### config.mk
export PLATFORM = sky130hd
export DESIGN_NAME = bfp16_norm_pack
export DESIGN_NICKNAME = d
export VERILOG_FILES = /design/src/rtl/bfp16_pkg.sv /design/src/rtl/lopd_9bit.sv /design/src/rtl/bfp16_norm_pack.sv
export SDC_FILE = /design/constraint.sdc
export NUM_CORES = 1
export LEC_CHECK = 0
export ABC_AREA = 1
export BUFFER_PORTS_ARGS = -buffer_cell sky130_fd_sc_hd__clkbuf_2
export CORE_ASPECT_RATIO = 1.25
export CORE_UTILIZATION = 40
export DETAILED_ROUTE_END_ITERATION = 6
export PLACE_DENSITY = 0.61
export REMOVE_ABC_BUFFERS = 1
export SLEW_MARGIN = 20
export SYNTH_ARGS = -nofsm -noshare
export SYNTH_HDL_FRONTEND = slang
export SYNTH_SLANG_ARGS = --single-unit
### constraint.sdc
create_clock -name i_clk -period 4.95 [get_ports i_clk]
set_clock_uncertainty 0.15 [all_clocks]
set_input_delay 0.495 -clock i_clk [delete_from_list [all_inputs] [get_ports i_clk]]
set_output_delay 0.495 -clock i_clk [all_outputs]
set_load 0.02 [all_outputs]
### src/rtl/bfp16_pkg.sv
// rtl/bfp16_pkg.sv - shared BF16 constants and packed types for the normalise/pack stage
// Contents: field widths, the all-ones exponent code, the packed BF16 word and the flag word.
package bfp16_pkg;

    localparam int SIZE_EXP  = 8;
    localparam int SIZE_MAN  = 7;
    localparam int SIZE_LOPD = 8;

    localparam logic [7:0] EXP_INF = 8'hFF;

    typedef struct packed {
        logic       sign;
        logic [7:0] exp;
        logic [6:0] frac;
    } bf16_t;

    typedef struct packed {
        logic overflow_inf;
        logic underflow_flush;
        logic zero;
    } flags_t;

endpackage

### src/rtl/lopd_9bit.sv
// rtl/lopd_9bit.sv - leading-zero counter for the 9 bits below the mantissa carry
// Ports:
//   i_data  [8:0] : {hidden, frac[6:0], guard}
//   o_count [3:0] : zeros above the first set bit, 0..8; 9 when i_data is all zero
module lopd_9bit (
    input  logic [8:0] i_data,
    output logic [3:0] o_count
);

    // Scanning upward lets the highest set bit overwrite any lower hit.
    always_comb begin
        o_count = 4'd9;
        for (int i = 0; i < 9; i++) begin
            if (i_data[i]) begin
                o_count = 4'(8 - i);
            end
        end
    end

endmodule

### src/rtl/bfp16_norm_pack.sv
// rtl/bfp16_norm_pack.sv - two-stage normalise, round and pack of a raw mantissa sum into BF16
// Ports:
//   i_clk, i_rst          : clock, synchronous active-high reset
//   i_valid / o_ready     : operand handshake
//   i_sign, i_exp, i_mant : sign, pre-normalisation exponent, {carry, hidden, frac, guard}
//   o_valid / i_ready     : result handshake
//   o_result              : packed BF16 {sign, exp, frac}
//   o_flags               : {overflow_inf, underflow_flush, zero}
module bfp16_norm_pack #(
    parameter int SIZE_EXP  = bfp16_pkg::SIZE_EXP,
    parameter int SIZE_MAN  = bfp16_pkg::SIZE_MAN,
    parameter int SIZE_LOPD = bfp16_pkg::SIZE_LOPD
) (
    input  logic                i_clk,
    input  logic                i_rst,
    input  logic                i_valid,
    output logic                o_ready,
    input  logic                i_sign,
    input  logic [SIZE_EXP-1:0] i_exp,
    input  logic [SIZE_MAN+2:0] i_mant,
    output logic                o_valid,
    input  logic                i_ready,
    output logic [15:0]         o_result,
    output logic [2:0]          o_flags
);

    import bfp16_pkg::*;

    // One spare bit above the exponent catches both overflow and wrap below zero.
    localparam int EW = SIZE_EXP + 1;

    // Stage 1 registers; the carry bit lives in r_ovf so r_mant keeps only the 9 bits below it.
    logic                 r_s1_valid;
    logic                 r_sign;
    logic                 r_ovf;
    logic                 r_zero;
    logic [SIZE_EXP-1:0]  r_exp;
    logic [SIZE_MAN+1:0]  r_mant;
    logic [SIZE_LOPD-1:0] r_lz;

    // Stage 2 / output registers
    logic                 r_o_valid;
    bf16_t                r_result;
    flags_t               r_flags;

    logic                 w_s2_en;
    logic                 w_s1_advance;
    logic                 w_accept;
    logic [3:0]           w_lz;

    logic [SIZE_MAN:0]    w_fg;        // {frac, guard} after alignment
    logic [EW-1:0]        w_exp_n;
    logic [EW-1:0]        w_exp_r;
    logic [SIZE_MAN:0]    w_frac_sum;
    logic [SIZE_MAN-1:0]  w_frac;
    logic                 w_uflow;
    logic                 w_oflow;
    bf16_t                w_res;
    flags_t               w_flg;

    // Handshake: each stage loads when empty or when its downstream moves.
    assign w_s2_en      = ~r_o_valid | i_ready;
    assign w_s1_advance = r_s1_valid & w_s2_en;
    assign o_ready      = ~r_s1_valid | w_s1_advance;
    assign w_accept     = i_valid & o_ready;

    lopd_9bit u_lopd (
        .i_data  (i_mant[SIZE_MAN+1:0]),
        .o_count (w_lz)
    );

    always_ff @(posedge i_clk) begin
        if (i_rst) begin
            r_s1_valid <= 1'b0;
        end else if (o_ready) begin
            r_s1_valid <= i_valid;
        end
    end

    always_ff @(posedge i_clk) begin
        if (w_accept) begin
            r_sign <= i_sign;
            r_exp  <= i_exp;
            r_mant <= i_mant[SIZE_MAN+1:0];
            r_ovf  <= i_mant[SIZE_MAN+2];
            r_zero <= (i_mant == '0);
            r_lz   <= SIZE_LOPD'(w_lz);
        end
    end

    // Alignment and exponent adjustment. The hidden bit is implicit after alignment,
    // so only {frac, guard} is carried forward; the left shift therefore works on 8 bits.
    always_comb begin
        w_fg    = '0;
        w_exp_n = '0;
        if (r_ovf) begin
            // Carry out: move right one place, the dropped bit becomes sticky in guard.
            w_fg    = {r_mant[SIZE_MAN+1:2], r_mant[1] | r_mant[0]};
            w_exp_n = {1'b0, r_exp} + EW'(1);
        end else begin
            w_fg    = r_mant[SIZE_MAN:0] << r_lz;
            w_exp_n = {1'b0, r_exp} - EW'(r_lz);
        end
    end

    // Round to nearest, ties away: guard is simply added to the fraction.
    always_comb begin
        w_frac_sum = {1'b0, w_fg[SIZE_MAN:1]} + (SIZE_MAN+1)'(w_fg[0]);
        if (w_frac_sum[SIZE_MAN]) begin
            w_frac  = '0;
            w_exp_r = w_exp_n + EW'(1);
        end else begin
            w_frac  = w_frac_sum[SIZE_MAN-1:0];
            w_exp_r = w_exp_n;
        end
    end

    // Underflow is decided before overflow: on that path w_exp_r has wrapped and is meaningless.
    assign w_uflow = ~r_ovf & ({1'b0, r_exp} <= EW'(r_lz));
    assign w_oflow = (r_exp == EXP_INF) | (w_exp_r >= EW'(EXP_INF));

    always_comb begin
        w_res = '0;
        w_flg = '0;
        if (r_zero) begin
            w_flg.zero = 1'b1;
        end else if (w_uflow) begin
            w_flg.underflow_flush = 1'b1;
        end else if (w_oflow) begin
            w_res.sign         = r_sign;
            w_res.exp          = EXP_INF;
            w_flg.overflow_inf = 1'b1;
        end else begin
            w_res.sign = r_sign;
            w_res.exp  = w_exp_r[SIZE_EXP-1:0];
            w_res.frac = w_frac;
        end
    end

    always_ff @(posedge i_clk) begin
        if (i_rst) begin
            r_o_valid <= 1'b0;
            r_result  <= '0;
            r_flags   <= '0;
        end else if (w_s2_en) begin
            r_o_valid <= r_s1_valid;
            if (r_s1_valid) begin
                r_result <= w_res;
                r_flags  <= w_flg;
            end
        end
    end

    assign o_valid  = r_o_valid;
    assign o_result = r_result;
    assign o_flags  = r_flags;

endmodule

==> out/metrics.yaml <==
floorplanning:
  die_w_um: 81.0
  num_io_pins: 44
  die_y_um: 101
  fp.dieArea_mm2: 0.00816
  start_util_pct: 41.9
  design.core.area_mm2: 0.00744
  placementRows: 35
routing:
  viasPerCell: 4.97
  drtPass1Iterations: 4
  drt-initial-drc-count: 82
  wl_um: 6530
  num_vias: 2664
  ant_nets: 0
  drc: 0
  wl_per_cell_um: 12.2
worst_setup_path:
  crit_required_ns: 4.98
  worstPathArrival_ns: 3.15
  crit_slowest_cell: "edfxtp_1"
  crit_chain: "ha_1, fa_1, inv_1, nand3_1, nand3_1, nand2_1, a21oi_2, inv_1, nor2_1, nand3_1, nand2_1, nand2_1, nand2_2, nor2_4, nand2_4, nand2_4, nand2_4, a21oi_2"
  worstPathMaxFanout: 10
  cp-start-kind: "flop"
  worstSetupPathType: "flop to flop"
  critPathCaptureType: "flop"
  slowest_delay_ns: 0.57
synthesis:
  synthTopCellsByCount: "nand2_1 (103), inv_1 (48), nand3_1 (44)"
  netlist_instances: 404
  async_flop_share_pct: 0
  synth.avg_cell_area_um2: 7.73
  synth_edf_count: 24
  yosysTopAreaCellShare_pct: 23.1
  synth_top_area_cell: "edfxtp_1"
  ys_warn_count: 0
  ys_ff_latch: 45
  seq_area_frac_synth_pct: 36.6
  ys_types: 43
  synth_area_leaders: "edfxtp_1 (23%), dfxtp_1 (13%), nand2_1 (12%)"
  ys.flop_type: "edfxtp_1"
  yosysMostFrequentCell: "nand2_1"
  syn_area_mm2: 0.00312
grt:
  top_usage_layer: "met2"
  use_met1_pct: 20.9
  overflow: 0
  grt_start_max_net_pins: 25
  antenna_found_initial: 0
  use_met2_pct: 30.4
  grtUsageTotal_pct: 17.3
  met3_usage_pct: 2.44
  grt_pass1_vias: 2439
  grt_pass1_wl_um: 10900
sta:
  slew_headroom_pct: 38.6
  fmax_mhz: 321
  finalSetupTns_ns: 0
  fin_crit_sh_pct: 63.0
  slew_violations: 0
  final_hold_viol_count: 0
  min_period_ns: 3.12
  tightestPinTransition_ns: 0.919
  setup_viol: 0
  rsz0062_at_grt: "no"
finish:
  final_cells: 536
  nNetsFinal: 476
  fill_cells: 774
  stdcell_area_mm2: 0.00349
  area_growth_pct: 11.7
  drive_gt1_share_pct: 24.1
  antenna_cells: 0
clock_network:
  cts_tree: "yes"
  clk_pin_slew_ns: 0.09
  numCtsBuffers: 5
  ctsResizeCount: 0
  htree_levels: 2
  clock_sinks: 45
  clock_latency_ns: 0.31
  clockRootBuffer: "clkbuf_8"
  hold_buffers: 0
  postCtsSetupBuffers: 0
  clockBufferDepth: 2
pwr:
  clockPowerShare_pct: 30.0
  cellInternalPower_w: 0.000611
  switchingPower_w: 0.000277
  ir_worst_vdd_mv: 0.128
  seqPwrFrac_pct: 48.6
  power_density_mw_per_mm2: 255
  p_comb_share_pct: 21.4
  leakagePower_nw: 1.63
  power_w: 0.000889
  switching_share_pct: 31.2
place:
  dpl.hpwl_um: 5290
  place.gp.congestion: 0.838
  port_buffers: 43
  dp.cells: 528
  place_area_mm2: 0.00338
outcome:
  outcome: "finished, final reports clean"
min_path:
  hp-class: "input pin to flop"
run:
  drv_cap: 0
## sequential cells by signal (all words and copies together) (netlist names)
name and count:
r_mant 9, r_zero 1, r_exp 8, o_flags 3, o_result 16, r_s1_valid 1, r_ovf 1, r_lz 4
o_valid 1, r_sign 1
## power groups by stage
stage          logic (W)  clock network [W]  registers (W)
4_1_cts         0.000192           0.000277       0.000432
6_report        0.000191           0.000266       0.000432
5_1_grt         0.000215           0.000291       0.000435
2_1_floorplan   0.000135                  0       0.000444
3_3_place_gp    0.000188                  0       0.000440
3_5_place_dp    0.000191                  0       0.000441
## kinds of logic (layout without fill, tap and decap cells)
family,after synthesis,in the layout,share of synthesized area [%]
simple gates,225,225,37.0
fa+ha+maj,10,10,4.25
compound gates,52,52,11.2
buf+inv,66,106,9.30
flops,45,45,36.6
xor+xnor,6,6,1.68
## per-layer routing
metal,share of wire (%),wire [um],vias to the layer above
met2,50,3230,55
met1,46,2980,1183
met3,2.8,184,13
met5,0,0,-
li1,-,-,1413
met4,2.0,130,0
## final cells by class
class                   instances  area (um^2)  share of cell area, %
multi-input cells             293         1690                   48.5
flip-flops and latches         45         1140                   32.7
inverters                      55          216                   6.21
repair buffers                 43          215                   6.17
well taps                      92          115                   3.30
clock buffers                   6         93.8                   2.69
clock inverters                 2         15.0                  0.431
## final timing paths
kind / startpoint / endpoint / slack (ns) / depth (start not counted)
hold reg to reg: o_result[0]$_SDFFE_PP0P_ / o_result[0]$_SDFFE_PP0P_ / 0.32 / 2
setup / recovery: r_lz[0]$_SDFFCE_PP0P_ / o_result[8]$_SDFFE_PP0P_ / 1.83 / 18
hold / removal: i_sign / r_sign$_DFFE_PP_ / 0.20 / 1
setup reg to reg: r_lz[0]$_SDFFCE_PP0P_ / o_result[8]$_SDFFE_PP0P_ / 1.83 / 18
## stage by stage
stage	hold WS, ns	setup slack (ns)	util, %
after global placement	0.304	1.94	45.4
after detailed placement	0.309	1.85	45.4
after CTS	0.195	1.84	46.8
after floorplan	0.325	2.11	-
after global routing	0.195	1.57	46.8
final	0.204	1.83	46.8
## critical path, delay by kind of cell (launching register included)
kind            cells  cell delay (ns)
flops               1             0.57
simple gates       12             1.16
buf+inv             2             0.19
fa+ha+maj           2             0.65
compound gates      2             0.27
## cells in the final DEF (no fill, tap or decap), types with 6 or more instances in the layout
master	count
nand4_1	13
ha_1	9
inv_1	48
o21ai_0	8
nand2_1	103
a21oi_2	11
a21oi_1	20
dfxtp_1	21
nand3_1	44
nand3_2	6
clkbuf_2	43
edfxtp_1	24
nand2_2	9
nor2_1	23
(Power assumes the default switching activity.)
